## config.mk

```make
export PLATFORM = sky130hd
export DESIGN_NAME = rsb_mp_flat
export DESIGN_NICKNAME = d
export VERILOG_FILES = /design/src/rtl/rsb_mp_pkg.sv /design/src/rtl/rsb_mp_if.sv /design/src/rtl/rsb_mp_clr_match.sv /design/src/rtl/rsb_mp.sv /design/src/flat_wrapper.sv
export SDC_FILE = /design/constraint.sdc
export NUM_CORES = 1
export LEC_CHECK = 0
export ABC_AREA = 1
export ABC_CLOCK_PERIOD_IN_PS = 10000
export BUFFER_PORTS_ARGS = -buffer_cell sky130_fd_sc_hd__buf_4
export CORE_UTILIZATION = 40
export DETAILED_ROUTE_END_ITERATION = 12
export PLACE_DENSITY_LB_ADDON = 0.12
export SETUP_SLACK_MARGIN = 0.3
export SYNTH_ARGS = -nofsm -noshare
export SYNTH_HDL_FRONTEND = slang
export SYNTH_HIERARCHICAL = 1
export SYNTH_SLANG_ARGS = --single-unit
```

## constraint.sdc

```tcl
create_clock -name clk -period 10 [get_ports clk]
set_input_delay 2 -clock clk [delete_from_list [all_inputs] [get_ports clk]]
set_output_delay 2 -clock clk [all_outputs]
set_load 0.005 [all_outputs]
```

## src/rtl/rsb_mp_pkg.sv

```systemverilog
// rsb_mp_pkg: shared types and helpers for the multi-port counting register
// scoreboard (rsb_mp) and its sub-blocks.
package rsb_mp_pkg;

  typedef enum logic {
    RSB_RUN   = 1'b0,
    RSB_DRAIN = 1'b1
  } rsb_state_t;

  // Largest value a CNT_WIDTH-bit pending counter can hold.
  function automatic int cnt_max(input int w);
    return (1 << w) - 1;
  endfunction

  // Width of a writeback-port index (at least one bit).
  function automatic int sel_width(input int n_wb);
    return (n_wb > 1) ? $clog2(n_wb) : 1;
  endfunction

endpackage

```

## src/rtl/rsb_mp_if.sv

```systemverilog
// rsb_mp_if: issue/writeback signal bundle of the register scoreboard.
//   master : issue stage / EXU side (drives flush, set, check and clear requests)
//   slave  : scoreboard side (returns ready, stall/forward info, status, errors)
interface rsb_mp_if
  import rsb_mp_pkg::*;
#(
  parameter int N_REG = 32,
  parameter int N_CHK = 2,
  parameter int N_WB  = 2
);
  localparam int AW = $clog2(N_REG);
  localparam int WW = sel_width(N_WB);

  logic                       pipe_flush;
  logic                       exu_idle;
  logic                       set_en;
  logic [AW-1:0]              set_rd_addr;
  logic                       set_ready;
  logic [N_CHK-1:0]           chk_en;
  logic [N_CHK-1:0][AW-1:0]   chk_addr;
  logic [N_CHK-1:0]           chk_stall;
  logic [N_CHK-1:0]           chk_fwd;
  logic [N_CHK-1:0][WW-1:0]   chk_fwd_sel;
  logic [N_WB-1:0]            clr_en;
  logic [N_WB-1:0][AW-1:0]    clr_addr;
  logic [N_REG-1:0]           busy_vec;
  logic                       draining;
  logic                       err_overflow;
  logic                       err_underflow;

  modport master (
    output pipe_flush, exu_idle, set_en, set_rd_addr, chk_en, chk_addr, clr_en, clr_addr,
    input  set_ready, chk_stall, chk_fwd, chk_fwd_sel, busy_vec, draining,
           err_overflow, err_underflow
  );

  modport slave (
    input  pipe_flush, exu_idle, set_en, set_rd_addr, chk_en, chk_addr, clr_en, clr_addr,
    output set_ready, chk_stall, chk_fwd, chk_fwd_sel, busy_vec, draining,
           err_overflow, err_underflow
  );

endinterface

```

## src/rtl/rsb_mp_clr_match.sv

```systemverilog
// rsb_clr_match: combinational writeback matcher for one queried register.
//   addr     : queried register (0 never matches)
//   clr_en   : per-port writeback valid
//   clr_addr : per-port writeback rd
//   nclr     : number of valid writeback ports targeting addr
//   sel      : lowest-index matching port, 0 when nothing matches
module rsb_clr_match #(
  parameter int N_WB = 2,
  parameter int AW   = 5,
  parameter int WW   = 1,
  parameter int NW   = 2
) (
  input  logic [AW-1:0]           addr,
  input  logic [N_WB-1:0]         clr_en,
  input  logic [N_WB-1:0][AW-1:0] clr_addr,
  output logic [NW-1:0]           nclr,
  output logic [WW-1:0]           sel
);

  always_comb begin
    // NOTE: every always_comb output gets a default first so no path leaves it unassigned (no latch).
    nclr = '0;
    sel  = '0;
    // Walking downwards lets the lowest matching index win the select.
    for (int p = N_WB - 1; p >= 0; p--) begin
      if (clr_en[p] && clr_addr[p] == addr && addr != '0) begin
        nclr = nclr + NW'(1);
        sel  = WW'(p);
      end
    end
  end

endmodule

```

## src/rtl/rsb_mp.sv

```systemverilog
// rsb_mp: multi-port counting register scoreboard for the issue stage.
//   clk, rst : clock, asynchronous active-high reset
//   bus      : rsb_mp_if.slave -- set (issue of a tracked rd), N_CHK source
//              checks, N_WB writeback clears, flush/idle control, busy vector,
//              drain status and sticky overflow/underflow flags.
// Each register keeps a count of outstanding writes. After a flush the block
// drains (all counts forced to 0) until the EXU reports idle.
module rsb_mp
  import rsb_mp_pkg::*;
#(
  parameter int N_REG     = 32,
  parameter int N_CHK     = 2,
  parameter int N_WB      = 2,
  parameter int CNT_WIDTH = 2
) (
  input logic     clk,
  input logic     rst,
  rsb_mp_if.slave bus
);

  localparam int AW = $clog2(N_REG);
  localparam int WW = sel_width(N_WB);
  localparam int NW = $clog2(N_WB + 1);
  localparam logic [CNT_WIDTH-1:0] CNT_MAX = CNT_WIDTH'(cnt_max(CNT_WIDTH));

  rsb_state_t           state;
  logic [CNT_WIDTH-1:0] count    [N_REG];
  logic [CNT_WIDTH-1:0] rem      [N_REG];  // count after this cycle's clears
  logic [CNT_WIDTH-1:0] cnt_next [N_REG];
  logic [NW-1:0]        nclr     [N_REG];
  logic [WW-1:0]        unused_sel [N_REG];
  logic [N_REG-1:0]     under;
  logic [NW-1:0]        chk_nclr [N_CHK];
  logic [N_CHK-1:0][WW-1:0] chk_sel;
  logic                 run_upd;
  logic                 set_acc;

  // Counts only move in RUN cycles without a flush; otherwise they are zeroed.
  assign run_upd = (state == RSB_RUN) && !bus.pipe_flush;

  for (genvar r = 0; r < N_REG; r++) begin : g_reg_match
    rsb_clr_match #(.N_WB(N_WB), .AW(AW), .WW(WW), .NW(NW)) u_match (
      .addr     (AW'(r)),
      .clr_en   (bus.clr_en),
      .clr_addr (bus.clr_addr),
      .nclr     (nclr[r]),
      .sel      (unused_sel[r])
    );
  end

  for (genvar i = 0; i < N_CHK; i++) begin : g_chk_match
    rsb_clr_match #(.N_WB(N_WB), .AW(AW), .WW(WW), .NW(NW)) u_match (
      .addr     (bus.chk_addr[i]),
      .clr_en   (bus.clr_en),
      .clr_addr (bus.clr_addr),
      .nclr     (chk_nclr[i]),
      .sel      (chk_sel[i])
    );
  end

  // Saturating clear; a clear beyond the count is flagged as underflow.
  always_comb begin
    for (int r = 0; r < N_REG; r++) begin
      rem[r]   = '0;
      under[r] = 1'b0;
      if (int'(nclr[r]) > int'(count[r])) under[r] = 1'b1;
      else rem[r] = count[r] - CNT_WIDTH'(nclr[r]);
    end
  end

  assign bus.set_ready = (state == RSB_RUN) &&
                         (bus.set_rd_addr == '0 || rem[bus.set_rd_addr] != CNT_MAX);
  assign set_acc       = bus.set_en && bus.set_ready && bus.set_rd_addr != '0;

  always_comb begin
    for (int r = 0; r < N_REG; r++) begin
      cnt_next[r] = '0;
      if (run_upd)
        cnt_next[r] = rem[r] + CNT_WIDTH'(set_acc && bus.set_rd_addr == AW'(r));
    end
  end

  // Checks see committed counts minus same-cycle clears; a same-cycle set is
  // deliberately not bypassed.
  always_comb begin
    bus.chk_stall = '0;
    bus.chk_fwd   = '0;
    for (int i = 0; i < N_CHK; i++) begin
      if (bus.chk_en[i] && bus.chk_addr[i] != '0) begin
        bus.chk_stall[i] = (state == RSB_DRAIN) ||
                           (int'(count[bus.chk_addr[i]]) > int'(chk_nclr[i]));
        bus.chk_fwd[i]   = (chk_nclr[i] != '0);
      end
    end
  end

  assign bus.chk_fwd_sel = chk_sel;
  assign bus.draining    = (state == RSB_DRAIN);

  always_comb begin
    bus.busy_vec = '0;
    for (int r = 1; r < N_REG; r++) bus.busy_vec[r] = (count[r] != '0);
  end

  // NOTE: state, counters and flags use non-blocking assignments; the counter array is small flops, so it is reset like any other state.
  always_ff @(posedge clk or posedge rst) begin
    if (rst) begin
      for (int r = 0; r < N_REG; r++) count[r] <= '0;
    end else begin
      for (int r = 1; r < N_REG; r++) count[r] <= cnt_next[r];
    end
  end

  always_ff @(posedge clk or posedge rst) begin
    if (rst) begin
      state             <= RSB_RUN;
      bus.err_overflow  <= 1'b0;
      bus.err_underflow <= 1'b0;
    end else begin
      case (state)
        RSB_RUN:   if (bus.pipe_flush) state <= RSB_DRAIN;
        RSB_DRAIN: if (bus.exu_idle && !bus.pipe_flush) state <= RSB_RUN;
        default:   state <= RSB_RUN;
      endcase
      if (run_upd && bus.set_en && !bus.set_ready) bus.err_overflow  <= 1'b1;
      if (run_upd && |under)                       bus.err_underflow <= 1'b1;
    end
  end

endmodule
```

## src/flat_wrapper.sv

```systemverilog
// flat-port wrapper written by rule: the top's interface ports become plain ports
module rsb_mp_flat import rsb_mp_pkg::*;
#(
  parameter int N_REG     = 32,
  parameter int N_CHK     = 2,
  parameter int N_WB      = 2,
  parameter int CNT_WIDTH = 2
)
  (clk, rst, bus_pipe_flush, bus_exu_idle, bus_set_en, bus_set_rd_addr, bus_chk_en, bus_chk_addr, bus_clr_en, bus_clr_addr, bus_set_ready, bus_chk_stall, bus_chk_fwd, bus_chk_fwd_sel, bus_busy_vec, bus_draining, bus_err_overflow, bus_err_underflow);
  rsb_mp_if #(.N_REG(N_REG), .N_CHK(N_CHK), .N_WB(N_WB)) bus_i ();
  input logic clk;
  input logic rst;
  input wire logic [$bits(bus_i.pipe_flush)-1:0] bus_pipe_flush;
  input wire logic [$bits(bus_i.exu_idle)-1:0] bus_exu_idle;
  input wire logic [$bits(bus_i.set_en)-1:0] bus_set_en;
  input wire logic [$bits(bus_i.set_rd_addr)-1:0] bus_set_rd_addr;
  input wire logic [$bits(bus_i.chk_en)-1:0] bus_chk_en;
  input wire logic [$bits(bus_i.chk_addr)-1:0] bus_chk_addr;
  input wire logic [$bits(bus_i.clr_en)-1:0] bus_clr_en;
  input wire logic [$bits(bus_i.clr_addr)-1:0] bus_clr_addr;
  output wire logic [$bits(bus_i.set_ready)-1:0] bus_set_ready;
  output wire logic [$bits(bus_i.chk_stall)-1:0] bus_chk_stall;
  output wire logic [$bits(bus_i.chk_fwd)-1:0] bus_chk_fwd;
  output wire logic [$bits(bus_i.chk_fwd_sel)-1:0] bus_chk_fwd_sel;
  output wire logic [$bits(bus_i.busy_vec)-1:0] bus_busy_vec;
  output wire logic [$bits(bus_i.draining)-1:0] bus_draining;
  output wire logic [$bits(bus_i.err_overflow)-1:0] bus_err_overflow;
  output wire logic [$bits(bus_i.err_underflow)-1:0] bus_err_underflow;
  assign bus_i.pipe_flush = bus_pipe_flush;
  assign bus_i.exu_idle = bus_exu_idle;
  assign bus_i.set_en = bus_set_en;
  assign bus_i.set_rd_addr = bus_set_rd_addr;
  assign bus_i.chk_en = bus_chk_en;
  assign bus_i.chk_addr = bus_chk_addr;
  assign bus_i.clr_en = bus_clr_en;
  assign bus_i.clr_addr = bus_clr_addr;
  assign bus_set_ready = bus_i.set_ready;
  assign bus_chk_stall = bus_i.chk_stall;
  assign bus_chk_fwd = bus_i.chk_fwd;
  assign bus_chk_fwd_sel = bus_i.chk_fwd_sel;
  assign bus_busy_vec = bus_i.busy_vec;
  assign bus_draining = bus_i.draining;
  assign bus_err_overflow = bus_i.err_overflow;
  assign bus_err_underflow = bus_i.err_underflow;
  rsb_mp #(.N_REG(N_REG), .N_CHK(N_CHK), .N_WB(N_WB), .CNT_WIDTH(CNT_WIDTH)) u_core (.clk(clk), .rst(rst), .bus(bus_i));
endmodule
```

## After elaboration in Yosys (flattened, before gate mapping)

Cells that the tools add are included.

| word-level totals | value |
|---|---|
| flip-flop bits (word level) | 65 |
| output and inout bits | 42 |

| operators by class | value |
|---|---|
| magnitude comparators | 37 |
| reduce and logical (&&, ||, !) cells | 154 |
| equality and inequality tests | 98 |
| mux-type cells | 181 |
| $add $sub $neg | 95 |
| bitwise operators | 4 |

Operators with widths:

| cell | number |
|---|---|
| equality test 5 bit, second input constant | 48 |
| 2-to-1 mux 2 bit | 102 |
| equality test 5 x 4 -> 1 bit, second input constant | 24 |
| logical AND 1 bit | 111 |
| 2-to-1 mux 1 bit | 75 |
| adder 2 x 1 -> 2 bit, second input constant | 33 |
| > comparator 2 bit | 33 |
| nonzero test 2 bit | 33 |
| adder 2 x 1 -> 2 bit | 31 |
| subtractor 2 bit | 31 |
| equality test 5 x 3 -> 1 bit, second input constant | 12 |
| OR reduction 32 bit | 1 |
| binary-select mux 2 bit (select 5 bit) | 3 |
| equality test 5 x 2 -> 1 bit, second input constant | 6 |
| equality test 5 bit | 4 |
| greater-or-equal comparator 6 bit, second input constant | 3 |
| inverter 5 -> 6 bit | 3 |
| equality test 5 x 1 -> 1 bit, second input constant | 3 |
| nonzero test 5 bit | 3 |
| logical NOT 5 bit | 1 |
| logical OR 1 bit | 3 |
| > comparator 1 x 2 -> 1 bit, first input constant | 1 |
| logical NOT 1 bit | 2 |
| != test 2 bit, second input constant | 1 |
| other kinds (2) | 2 |

## Longest topological paths before layout

| depth | value |
|---|---|
| depth in word-level cells | 18 |
| mapped depth | 27 |
| depth with buffers taken out | 26 |

## By module

The synthesis kept the hierarchy.

By module, submodules not included:

| module | area an instance (um^2) | instances | cells an instance | sequential area each (um^2) |
|---|---|---|---|---|
| rsb_clr_match | 332.8 | 33 | 80 | 0.0 |
| rsb_mp | 6835.3 | 1 | 1004 | 1626.6 |

## Worst setup path before layout

OpenSTA, ideal clock, no wires.

| timing path | value |
|---|---|
| path kind | input port to output port |
| start | input bus_clr_en[0] |
| end | output bus_set_ready |
| cell stages on the path | 18 |
| required time | 8000 ps |
| arrival time | 3991 ps |
| path slack | 4009 ps |
| cells stage by stage | a21boi_0 -> nand2_1 -> nor2_1 -> nand2_1 -> ha_1 -> inv_1 -> ha_1 -> inv_1 -> fa_1 -> nand2_1 -> o21ai_0 -> nand2_1 -> o21ai_0 -> nand2_1 -> nor2_1 -> nand2_1 -> nand2_1 -> nor2_1 |

RTL lines:

| item | line | RTL |
|---|---|---|
| from (decl) | flat_wrapper.sv:19 | `input wire logic [$bits(bus_i.clr_en)-1:0] bus_clr_en;` |
| to (decl) | flat_wrapper.sv:21 | `output wire logic [$bits(bus_i.set_ready)-1:0] bus_set_ready;` |

==> metrics.md <==
| Metric | Value |
|---|---|
| Max-slew violations | `0` |
| Post-CTS setup buffers | `0` |
| Maximum vdd drop | `0.07119 mV` |
| Crit Path Max Fanout | `56` |
| Final core occ | `50.07%` |
| Endpoints failing setup | `0` |
| Slowest cell delay on critical path | `0.59 ns` |
| Fillers | `4,952` |
| Mapped cell area | `0.01782 mm2` |
| Finished Cell Area | `0.02181 mm2` |
| DRC Markers | `0` |
| Area after DPL | `0.02150 mm2` |
| I/O pins | `76` |
| PwrDens | `54.53 mW/mm2` |
| Grt total ovfl | `0` |
| Initial core utilization | `40.91%` |
| Max H-tree Level | `3` |
| Worst R2R Setup Slack | `6.37 ns` |
| Yosys reg bits | `65` |
| Top-count cell post-synth | `nand2_1` |
| Slowest stage cell, crit path | `buf_4` |
| Drt pass-1 iters | `5` |
| Crit path DAT | `5.49 ns` |
| Largest net degree at the start of global routing | `67` |
| Max Cap Viol | `0` |
| Post-synth EDFFs | `0` |
| Warnings from Yosys | `10` |
| Post-CTS Resized | `0` |
| Final Hold Fails | `0` |
| Sum Neg Setup Slack | `0 ns` |
| Worst path cell trace | `buf_4, buf_4, inv_1, a21boi_0, nand2_1, nor2_1, nand2_1, ha_1, inv_1, ha_1, inv_1, fa_1, nand2_1, nand2_1, nand2_1, nand2_1, nand2_1, nand2_1, nand3_1, nor2_1, nand2_1, nand2_1, nor2_1, buf_4` |
| Fin crit share | `74.88%` |
| Period minus WS final | `7.488 ns` |
| Fmax achieved | `133.5 MHz` |
| Rows | `76` |
| Vert. Die Dim | `213.1 um` |
| Die width | `213.1 um` |
| Routed WL per cell | `10.67 um` |
| Cts bufs inserted | `9` |
| Top delay family on crit path | `buffers and inverters` |
| Startpoint type of the worst setup path | `primary input` |
| Sequential share of the synthesized area | `9.129%` |
| Type of the worst setup path | `in -> out` |
| Core area | `0.04355 mm2` |
| Initial antenna violation count | `0` |
| Nets | `4,551` |
| Worst hold path cell count | `1` |
| Asr flop ratio synth | `100.0%` |
| Clock skew | `0.009723 ns` |
| Vias in the first global route | `17.42k` |
| RSZ-0062 raised after global routing | `false` |
| Yosys top cell by area | `nand2_1` |
| Synth-to-Final Area Change | `22.38%` |
| Min-delay worst type | `reg -> reg` |
| Fraction of layout cells with a size suffix above 1 | `8.373%` |
| Setup ws final | `2.512 ns` |
| Post-DP HPWL | `38.66 mm` |
| Top post-synthesis cells by area | `nand2_1 (33%), inv_1 (14%), nor2_1 (11%)` |
| Routed Antenna Nets | `0` |
| Via density | `4.022` |
| PortBufs | `74` |
| Syn Area/Cell | `4.890 um2` |
| Post-synth top cells | `nand2_1 (1,574), inv_1 (663), nor2_1 (519), inv_2 (133), ha_1 (132)` |
| Crit path top cell by count | `nand2_1` |
| Drt initial violations | `1,058` |
| Share of the synthesized area in the top cell type | `33.16%` |
| FF-to-FF End | `u_core/count[61]$_DFF_PP0_` |
| First-pass GRT wire length | `86.54 mm` |
| GRT Total Usage | `23.94%` |
| Status | `finished clean` |
| Routed Wire Length | `52.74 mm` |
| Total power | `1.189 mW` |
| Root buffer cell | `clkbuf_16` |
| Cells after Synth | `3,644` |
| Worst EP required | `8.00 ns` |
| Most used DFF post-synth | `dfrtp_1` |
| Worst slew pin tran | `1.036 ns` |
| Worst-case reg-to-reg path depth | `18` |
| Latest clock arrival within the worst-skew pair | `0.35 ns` |
| Post-CTS Hold Buffers | `0` |
| Hold EP | `u_core/bus.err_underflow$_DFFE_PP0P_` |
| Reg-to-Reg Start | `u_core/count[58]$_DFF_PP0_` |
| Rel. slew slack | `30.79%` |
| CTS tree | `built` |
| Clock transition at path regs | `0.06 ns` |
| Clk sinks | `65` |
| Longest Clk Path Bufs | `2` |
| Total number of vias | `19.89k` |
| Worst setup EP type | `output port` |
| Dpl ws | `2.481 ns` |
| Netlist cell types | `35` |
| Antenna fix cells | `0` |
| Die footprint | `0.04539 mm2` |
| Leakage | `14.90 nW` |
| Startpoint of the worst hold path | `u_core/bus.err_underflow$_DFFE_PP0P_` |
| Buffers plus inverters on the worst setup path | `6` |
| GPL Wtd Cong | `0.8827` |
layout make-up:
cell class	instances	area [um2]	area share (%)
multi-input cells	3388	15450	70.85
inverters	802	3010	13.81
flip-flops and latches	65	1627	7.459
well taps	585	732.0	3.357
repair buffers	88	685.7	3.144
clock buffers	9	225.2	1.033
clock inverters	7	77.57	0.3557
where the power goes:
part           internal [mW]  total (mW)  switching [mW]
clock network          0.195       0.333           0.138
logic                  0.186       0.586           0.400
registers              0.266       0.270         0.00422
worst register-to-register path: stages (launching register included):
cell and delay [ns]:
dfrtp_1 0.40, inv_1 0.13, ha_1 0.16, inv_1 0.05, fa_1 0.42, nand2_1 0.11
nand2_1 0.06, nand2_1 0.07, nand2_1 0.04, nand2_1 0.05, nand2_1 0.09, nand3_1 0.11
nor2_1 0.05, nand2_1 0.13, nand4_2 0.81, nor2_1 0.39, ha_1 0.21, xor2_1 0.15
nor2_1 0.06
metrics by stage:
step / instances / hold slack (ns)
floorplan: 4294 / 0.4570
global placement: 4928 / 0.4576
detailed placement: 4928 / 0.4666
CTS: 4944 / 0.4833
global route: 4944 / 0.4999
finish: 4944 / 0.4802
how the worst max path moves through the flow:
stage | cells past startpoint | start | endpoint | slack [ns]
2_1_floorplan | 18 | bus_clr_en[0] | bus_set_ready | 4.01
3_3_place_gp | 24 | bus_clr_addr[3] | bus_set_ready | 2.50
3_5_place_dp | 24 | bus_clr_addr[3] | bus_set_ready | 2.48
4_1_cts | 24 | bus_clr_addr[3] | bus_set_ready | 2.46
5_1_grt | 24 | bus_clr_addr[3] | bus_set_ready | 2.10
6_report | 24 | bus_clr_addr[3] | bus_set_ready | 2.51
metal layers:
metal / wire (um) / GRT usage [%]
met1: 27040 / 33.81
met4: 813 / 4.317
met3: 2126 / 2.015
met2: 22770 / 39.75
met5: 0 / 0
flip-flops by register name, summed over array words and instances, names as in the netlist:
name,flops
u_core/count,62
u_core/bus.draining,1
u_core/bus.err_overflow,1
u_core/bus.err_underflow,1
cells in the final DEF, fill, tap and decap left out, types with 67 or more instances in the layout:
cell / instances
nand2_1: 1574
inv_1: 662
conb_1: 652
nor2_1: 519
inv_2: 135
ha_1: 132
nand3_1: 97
buf_4: 86
o21ai_0: 85
nor2_2: 67
cell families (layout without fill, tap and decap cells):
| kind of cell | count (synthesis) | after routing | share of synthesized area, % |
|---|---|---|---|
| fa+ha+maj | 163 | 163 | 12.75 |
| mux | 2 | 2 | 0.1124 |
| other cells | 2 | 652 | 0.04215 |
| buf+inv | 841 | 906 | 17.86 |
| simple gates | 2353 | 2353 | 52.64 |
| compound gates | 189 | 189 | 6.039 |
| flops | 65 | 65 | 9.129 |
| xor+xnor | 29 | 29 | 1.425 |
Note: power is estimated with default switching activity, not from simulation.
